## src/rtl/clock_time_keeper_if.sv

```systemverilog
// ---------------------------------------------------------------------------
// clock_time_keeper_if
// Bundle between the time keeper and its neighbours: the two user button
// pulses going in, and the six 7-segment digit codes plus the three per-field
// blank requests going out to the scanned display driver.
//
//   btn_mode      button pulse, advances RUN -> SET_H -> SET_M -> SET_S -> RUN
//   btn_up        button pulse, increments the field being set
//   data1..data6  7-bit segment codes (bit6=a .. bit0=g), HH MM SS left to right
//   h, m, s       blank request for the hours / minutes / seconds pair
//
// Modports: master = button source / display consumer, slave = time keeper.
// ---------------------------------------------------------------------------
interface clock_time_keeper_if;
    logic       btn_mode;
    logic       btn_up;
    logic [6:0] data1;
    logic [6:0] data2;
    logic [6:0] data3;
    logic [6:0] data4;
    logic [6:0] data5;
    logic [6:0] data6;
    logic       h;
    logic       m;
    logic       s;

    modport master (
        output btn_mode, btn_up,
        input  data1, data2, data3, data4, data5, data6, h, m, s
    );

    modport slave (
        input  btn_mode, btn_up,
        output data1, data2, data3, data4, data5, data6, h, m, s
    );
endinterface

```

## src/rtl/clock_time_keeper.sv

```systemverilog
// ---------------------------------------------------------------------------
// clock_time_keeper
// 24-hour HH:MM:SS time source for the six-digit scanned 7-segment driver.
// Time advances once every TICK_DIV clocks in RUN mode; the three SET modes
// freeze time and let btn_up step the selected field (no carry). The field
// being set blinks with a half-period of BLINK_DIV clocks.
//
// Ports:
//   clock  system clock
//   reset  asynchronous, active-high reset
//   bus    clock_time_keeper_if.slave: btn_mode/btn_up in, data1..data6 and
//          h/m/s out (segment codes and flags decode straight from registers)
// ---------------------------------------------------------------------------
module clock_time_keeper #(
    parameter int TICK_DIV  = 1000,
    parameter int BLINK_DIV = 500
) (
    input  logic               clock,
    input  logic               reset,
    clock_time_keeper_if.slave bus
);

    localparam int PW = $clog2(TICK_DIV);
    localparam int BW = $clog2(BLINK_DIV);
    localparam logic [PW-1:0] PRESC_MAX = PW'(TICK_DIV - 1);
    localparam logic [BW-1:0] BLINK_MAX = BW'(BLINK_DIV - 1);

    typedef enum logic [1:0] {
        RUN   = 2'd0,
        SET_H = 2'd1,
        SET_M = 2'd2,
        SET_S = 2'd3
    } mode_t;

    // Active-high 7-segment code, bit6=a .. bit0=g.
    function automatic logic [6:0] seg7(input logic [3:0] digit);
        logic [6:0] code;
        case (digit)
            4'd0:    code = 7'b1111110;
            4'd1:    code = 7'b0110000;
            4'd2:    code = 7'b1101101;
            4'd3:    code = 7'b1111001;
            4'd4:    code = 7'b0110011;
            4'd5:    code = 7'b1011011;
            4'd6:    code = 7'b1011111;
            4'd7:    code = 7'b1110000;
            4'd8:    code = 7'b1111111;
            4'd9:    code = 7'b1111011;
            default: code = 7'b0000000;
        endcase
        return code;
    endfunction

    // Increment a BCD 00..59 pair, wrapping 59 -> 00. Returns {tens, ones}.
    function automatic logic [7:0] inc_sexa(input logic [3:0] tens, input logic [3:0] ones);
        logic [7:0] res;
        if (ones == 4'd9) begin
            if (tens == 4'd5) begin
                res = 8'h00;
            end else begin
                res = {tens + 4'd1, 4'd0};
            end
        end else begin
            res = {tens, ones + 4'd1};
        end
        return res;
    endfunction

    // Increment a BCD 00..23 pair, wrapping 23 -> 00. Returns {tens, ones}.
    function automatic logic [7:0] inc_hour(input logic [3:0] tens, input logic [3:0] ones);
        logic [7:0] res;
        if ((tens == 4'd2) && (ones == 4'd3)) begin
            res = 8'h00;
        end else if (ones == 4'd9) begin
            res = {tens + 4'd1, 4'd0};
        end else begin
            res = {tens, ones + 4'd1};
        end
        return res;
    endfunction

    mode_t         state_r, state_s;
    logic [PW-1:0] presc_r, presc_s;
    logic [BW-1:0] blink_cnt_r, blink_cnt_s;
    logic          blink_phase_r, blink_phase_s;
    logic [3:0]    hr_t_r, hr_o_r, mn_t_r, mn_o_r, sc_t_r, sc_o_r;
    logic [3:0]    hr_t_s, hr_o_s, mn_t_s, mn_o_s, sc_t_s, sc_o_s;

    logic          mode_adv_s;
    logic          up_acc_s;
    logic          tick_s;
    logic          sec_wrap_s;
    logic          min_wrap_s;

    // Button qualification: a mode press always wins, btn_up only counts while setting.
    always_comb begin
        mode_adv_s = bus.btn_mode;
        up_acc_s   = bus.btn_up & ~bus.btn_mode & (state_r != RUN);
        tick_s     = (state_r == RUN) & (presc_r == PRESC_MAX);
        sec_wrap_s = (sc_t_r == 4'd5) & (sc_o_r == 4'd9);
        min_wrap_s = (mn_t_r == 4'd5) & (mn_o_r == 4'd9);
    end

    // Mode FSM next state.
    always_comb begin
        state_s = state_r;
        if (mode_adv_s) begin
            case (state_r)
                RUN:     state_s = SET_H;
                SET_H:   state_s = SET_M;
                SET_M:   state_s = SET_S;
                SET_S:   state_s = RUN;
                default: state_s = RUN;
            endcase
        end else begin
            state_s = state_r;
        end
    end

    // Prescaler: counts only in RUN, so re-entering RUN always waits a full period.
    always_comb begin
        presc_s = presc_r;
        if (state_r != RUN) begin
            presc_s = '0;
        end else if (tick_s) begin
            presc_s = '0;
        end else begin
            presc_s = presc_r + PW'(1);
        end
    end

    // Time digits: a tick ripples the carry through all fields in one edge,
    // a set press touches only the selected field.
    always_comb begin
        {hr_t_s, hr_o_s} = {hr_t_r, hr_o_r};
        {mn_t_s, mn_o_s} = {mn_t_r, mn_o_r};
        {sc_t_s, sc_o_s} = {sc_t_r, sc_o_r};
        if (tick_s || (up_acc_s && (state_r == SET_S))) begin
            {sc_t_s, sc_o_s} = inc_sexa(sc_t_r, sc_o_r);
        end else begin
            {sc_t_s, sc_o_s} = {sc_t_r, sc_o_r};
        end
        if ((tick_s && sec_wrap_s) || (up_acc_s && (state_r == SET_M))) begin
            {mn_t_s, mn_o_s} = inc_sexa(mn_t_r, mn_o_r);
        end else begin
            {mn_t_s, mn_o_s} = {mn_t_r, mn_o_r};
        end
        if ((tick_s && sec_wrap_s && min_wrap_s) || (up_acc_s && (state_r == SET_H))) begin
            {hr_t_s, hr_o_s} = inc_hour(hr_t_r, hr_o_r);
        end else begin
            {hr_t_s, hr_o_s} = {hr_t_r, hr_o_r};
        end
    end

    // Blink timer: restarts on any press so the edited field is shown at once.
    always_comb begin
        blink_cnt_s   = blink_cnt_r;
        blink_phase_s = blink_phase_r;
        if (mode_adv_s || up_acc_s) begin
            blink_cnt_s   = '0;
            blink_phase_s = 1'b0;
        end else if (blink_cnt_r == BLINK_MAX) begin
            blink_cnt_s   = '0;
            blink_phase_s = ~blink_phase_r;
        end else begin
            blink_cnt_s   = blink_cnt_r + BW'(1);
            blink_phase_s = blink_phase_r;
        end
    end

    // Mode state register.
    always_ff @(posedge clock or posedge reset) begin
        if (reset) begin
            state_r <= RUN;
        end else begin
            state_r <= state_s;
        end
    end

    // Datapath registers: prescaler, blink timer and the six BCD digits.
    always_ff @(posedge clock or posedge reset) begin
        if (reset) begin
            presc_r       <= '0;
            blink_cnt_r   <= '0;
            blink_phase_r <= 1'b0;
            hr_t_r        <= 4'd0;
            hr_o_r        <= 4'd0;
            mn_t_r        <= 4'd0;
            mn_o_r        <= 4'd0;
            sc_t_r        <= 4'd0;
            sc_o_r        <= 4'd0;
        end else begin
            presc_r       <= presc_s;
            blink_cnt_r   <= blink_cnt_s;
            blink_phase_r <= blink_phase_s;
            hr_t_r        <= hr_t_s;
            hr_o_r        <= hr_o_s;
            mn_t_r        <= mn_t_s;
            mn_o_r        <= mn_o_s;
            sc_t_r        <= sc_t_s;
            sc_o_r        <= sc_o_s;
        end
    end

    assign bus.data1 = seg7(hr_t_r);
    assign bus.data2 = seg7(hr_o_r);
    assign bus.data3 = seg7(mn_t_r);
    assign bus.data4 = seg7(mn_o_r);
    assign bus.data5 = seg7(sc_t_r);
    assign bus.data6 = seg7(sc_o_r);

    assign bus.h = (state_r == SET_H) & blink_phase_r;
    assign bus.m = (state_r == SET_M) & blink_phase_r;
    assign bus.s = (state_r == SET_S) & blink_phase_r;

endmodule

```

## src/flat_wrapper.sv

```systemverilog
// flat-port wrapper written by rule: the top's interface ports become plain ports
module clock_time_keeper_flat 
#(
    parameter int TICK_DIV  = 1000,
    parameter int BLINK_DIV = 500
)
  (clock, reset, bus_btn_mode, bus_btn_up, bus_data1, bus_data2, bus_data3, bus_data4, bus_data5, bus_data6, bus_h, bus_m, bus_s);
  clock_time_keeper_if bus_i ();
  input  logic clock;
  input  logic reset;
  input wire logic [$bits(bus_i.btn_mode)-1:0] bus_btn_mode;
  input wire logic [$bits(bus_i.btn_up)-1:0] bus_btn_up;
  output wire logic [$bits(bus_i.data1)-1:0] bus_data1;
  output wire logic [$bits(bus_i.data2)-1:0] bus_data2;
  output wire logic [$bits(bus_i.data3)-1:0] bus_data3;
  output wire logic [$bits(bus_i.data4)-1:0] bus_data4;
  output wire logic [$bits(bus_i.data5)-1:0] bus_data5;
  output wire logic [$bits(bus_i.data6)-1:0] bus_data6;
  output wire logic [$bits(bus_i.h)-1:0] bus_h;
  output wire logic [$bits(bus_i.m)-1:0] bus_m;
  output wire logic [$bits(bus_i.s)-1:0] bus_s;
  assign bus_i.btn_mode = bus_btn_mode;
  assign bus_i.btn_up = bus_btn_up;
  assign bus_data1 = bus_i.data1;
  assign bus_data2 = bus_i.data2;
  assign bus_data3 = bus_i.data3;
  assign bus_data4 = bus_i.data4;
  assign bus_data5 = bus_i.data5;
  assign bus_data6 = bus_i.data6;
  assign bus_h = bus_i.h;
  assign bus_m = bus_i.m;
  assign bus_s = bus_i.s;
  clock_time_keeper #(.TICK_DIV(TICK_DIV), .BLINK_DIV(BLINK_DIV)) u_core (.clock(clock), .reset(reset), .bus(bus_i));
endmodule
```

## config.mk

```make
export PLATFORM = sky130hd
export DESIGN_NAME = clock_time_keeper_flat
export DESIGN_NICKNAME = d
export VERILOG_FILES = /design/src/rtl/clock_time_keeper_if.sv /design/src/rtl/clock_time_keeper.sv /design/src/flat_wrapper.sv
export SDC_FILE = /design/constraint.sdc
export NUM_CORES = 1
export LEC_CHECK = 0
export ABC_AREA = 1
export BUFFER_PORTS_ARGS = -buffer_cell sky130_fd_sc_hd__buf_2
export CORE_MARGIN = 4
export CORE_UTILIZATION = 54
export DETAILED_ROUTE_END_ITERATION = 6
export GPL_ROUTABILITY_DRIVEN = 0
export PLACE_DENSITY = 0.73
export SLEW_MARGIN = 25
export SYNTH_ARGS = -nofsm -noshare
export SYNTH_HDL_FRONTEND = slang
export SYNTH_SLANG_ARGS = --single-unit
```

## constraint.sdc

```tcl
create_clock -name clock -period 2.8 [get_ports clock]
set_input_delay 0.14 -clock clock [delete_from_list [all_inputs] [get_ports clock]]
set_output_delay 0.14 -clock clock [all_outputs]
set_load 0.005 [all_outputs]
```

==> impl_metrics.toml <==
[finish]
areaGrowthSynthToFinish_pct = 10.9
post-route-util = 0.620
insertedDiodeCount = 0
layout_common_cells = "121 x nand2_1, 54 x nor2_1, 51 x ha_1, 48 x inv_1, 48 x buf_2"
drive_above_1_share = 0.172
most_common_cell_after_layout_fill_and_taps_aside = "nand2_1"
layout.nets = 579

[floorplan]
fp.dieH_um = 89.3
initial_core_util = 0.559
core_sq_um = 6390
dieArea_sq_um = 7970
fp-row-count = 29
boundaryPins = 49
fp.dieW_um = 89.3

[cts]
cts_post_setup_buffers_inserted = 0
hold_buffers = 0
post_cts_resize_count = 0
htree_levels = 2
worstSkewPairLatency_ps = 290
clock_tree.buffer_depth = 2
clk_transition_reported_paths_ps = 80
cts_tree = "done"
cts_made_buffers = 5
cts.sink_count = 46
cts_root_buffer = "clkbuf_8"

[synth]
async_reset_ff_frac = 1.00
yosysTopAreaCellShare = 0.323
share_of_the_synthesized_area_in_compound_gates_ao_oa_aoi_oai = 0.0905
netlist.top_cell.by_area = "dfrtp_1"
seq_area_frac_synth = 0.323
combinational_family_with_the_most_area_after_synthesis = "simple AND/OR/NAND/NOR gates"
synthesis.nets = 528
post_synth_num_cell_types = 29
synth-seq-cells = 46
syn_area_sq_um = 3570
synth_xor_xnor_area_share = 0.0417
post_synth_main_area_contributors = "dfrtp_1 32%, ha_1 18%, nand2_1 13%"
synthFlopType = "dfrtp_1"
yosys-mux-area-fraction = 0
syn-mean-instance-area_sq_um = 7.54
synth-edff-count = 0
yosysWarnings = 0
yosys.area_share.adder = 0.179
synth_cells = 473
post_synth_and_or_nand_nor_area_fraction = 0.299

[sta]
fin_ws_ps = 948
fmax_ghz = 0.540
timing.slew.headroom = 0.487
tightest_slew_ps = 769
setup_total_negative_slack_ps = 0
timing.clock.skew_ps = 4.02
maxSlewViolCount = 0
setup_repair_after_global_routing_missed_its_margin = "false"
hold_violations = 46
setup_viol = 0
hold-worst-slack_ps = -50.2
post-route-min-period_ps = 1850
period_share = 0.661

[setup_path]
ff2ff_setup_slack_ps = 950
cp-start-kind = "register"
cp_max_fo = 12
worst_r2r_endpoint = "u_core.hr_t_r[2]"
data_arrival_time_at_the_worst_slack_endpoint_ps = 2040
startpoint = "u_core.mn_t_r[1]"
rr_startpoint = "u_core.mn_t_r[1]"
criticalPathCategory = "reg2reg"
cp-end-kind = "register"
timing.reg2reg.worst_path_depth = 9
required_ps = 2990

[placed_design]
hpwlAfterDp_mm = 5.08
io_buffer_count = 48
placement.setup.worst_slack_ps = 939

[global_routing]
grt_max_degree = 47
overflow = 0
track_usage = 0.179
grt_pass1_wl_mm = 11.7
vias_in_the_first_global_route = 2761
antenna_violations_before_repair = 0

[routing]
firstDrtPassIters = 4
drt.antenna.violating_nets = 0
drc = 0
routed_wire_length_per_instance_um = 11.0
wirelength_mm = 6.62
average_via_count_per_standard_cell = 5.04
drt_first_iter_violations = 118
vias = 3023

[pwr]
power_density_nw_per_um2 = 575
max-vdd-ir-drop_v = 0.000332
cellLeakagePower_nw = 2.09

[flow_run]
drv_cap = 0

[status]
failed_checks = "negative hold slack"
outcome = "finished, violations left"

[worst_hold_path]
min-delay-path-class = "in2async"
[synth_stat cells (7+ instances only)]
cell type  count
dfrtp_1       46
ha_1          51
inv_1         49
inv_2          7
nand2_1      121
nand3_1       33
nor2_1        54
nor3_1         7
o21ai_0       34
o21ai_2        9
or2_2          7
xor2_1        12
[worst max-delay path by stage]
stage	end	slack, ps
CTS	u_core.hr_t_r[2]	920
finish	u_core.hr_t_r[2]	950
global placement	u_core.hr_t_r[2]	1040
global route	u_core.hr_t_r[0]	710
floorplan	u_core.mn_t_r[1]	1280
detailed placement	u_core.hr_t_r[2]	940
[flip-flops by register name (all words and copies together) (netlist names)]
register              count
u_core.mn_o_r             4
u_core.sc_o_r             4
u_core.presc_r           10
u_core.state_r            2
u_core.hr_t_r             4
u_core.hr_o_r             4
u_core.sc_t_r             4
u_core.mn_t_r             4
u_core.blink_cnt_r        9
u_core.blink_phase_r      1
[per-stage QoR]
| step | hold WS, ps | area, sq um | power (mW) | cells |
|---|---|---|---|---|
| global route | 20.6 | 3960 | 2.50 | 600 |
| global placement | 416 | 3870 | 1.88 | 594 |
| floorplan | 236 | 3570 | 1.55 | 473 |
| finish | -50.2 | 3960 | 2.28 | 600 |
| detailed placement | 416 | 3870 | 1.90 | 594 |
| CTS | 91.9 | 3960 | 2.31 | 600 |
[worst max-delay path, cell delays in order (launching register included)]
cell and delay, ps:
dfrtp_1 490, inv_1 150, ha_1 200, nand3_1 180
nor2_1 150, nand3_1 110, nand2_2 190, nand2_1 140
nand2_1 80, nand2_1 50
[routing by layer]
layer,track usage,vias up,wire [um]
met5,0,-,0
met2,0.307,36,3110
met4,0.0419,0,48
met1,0.235,1381,3240
met3,0.0341,5,224
li1,-,1601,-
[where the power goes]
group | total [mW] | internal [mW] | switching [mW] | leakage, nW
logic | 0.996 | 0.416 | 0.580 | 1.42
registers | 0.885 | 0.758 | 0.127 | 0.626
clock network | 0.395 | 0.190 | 0.204 | 0.0431
[cell families after synthesis]
group	after synthesis
DFF	46
and+or+nand+nor	243
xor gates and xnor gates	17
buffers and inverters	60
adders and majority gates	51
AOI/OAI and AO/OA	56
[area by class of cell]
type,count,area [sq um]
clock buffer,6,82.6
fill,589,2430
inverter,56,211
multi-input combinational,367,2180
sequential,46,1150
tap,77,96.3
timing repair buffer,48,240
(Power assumes the default switching activity.)
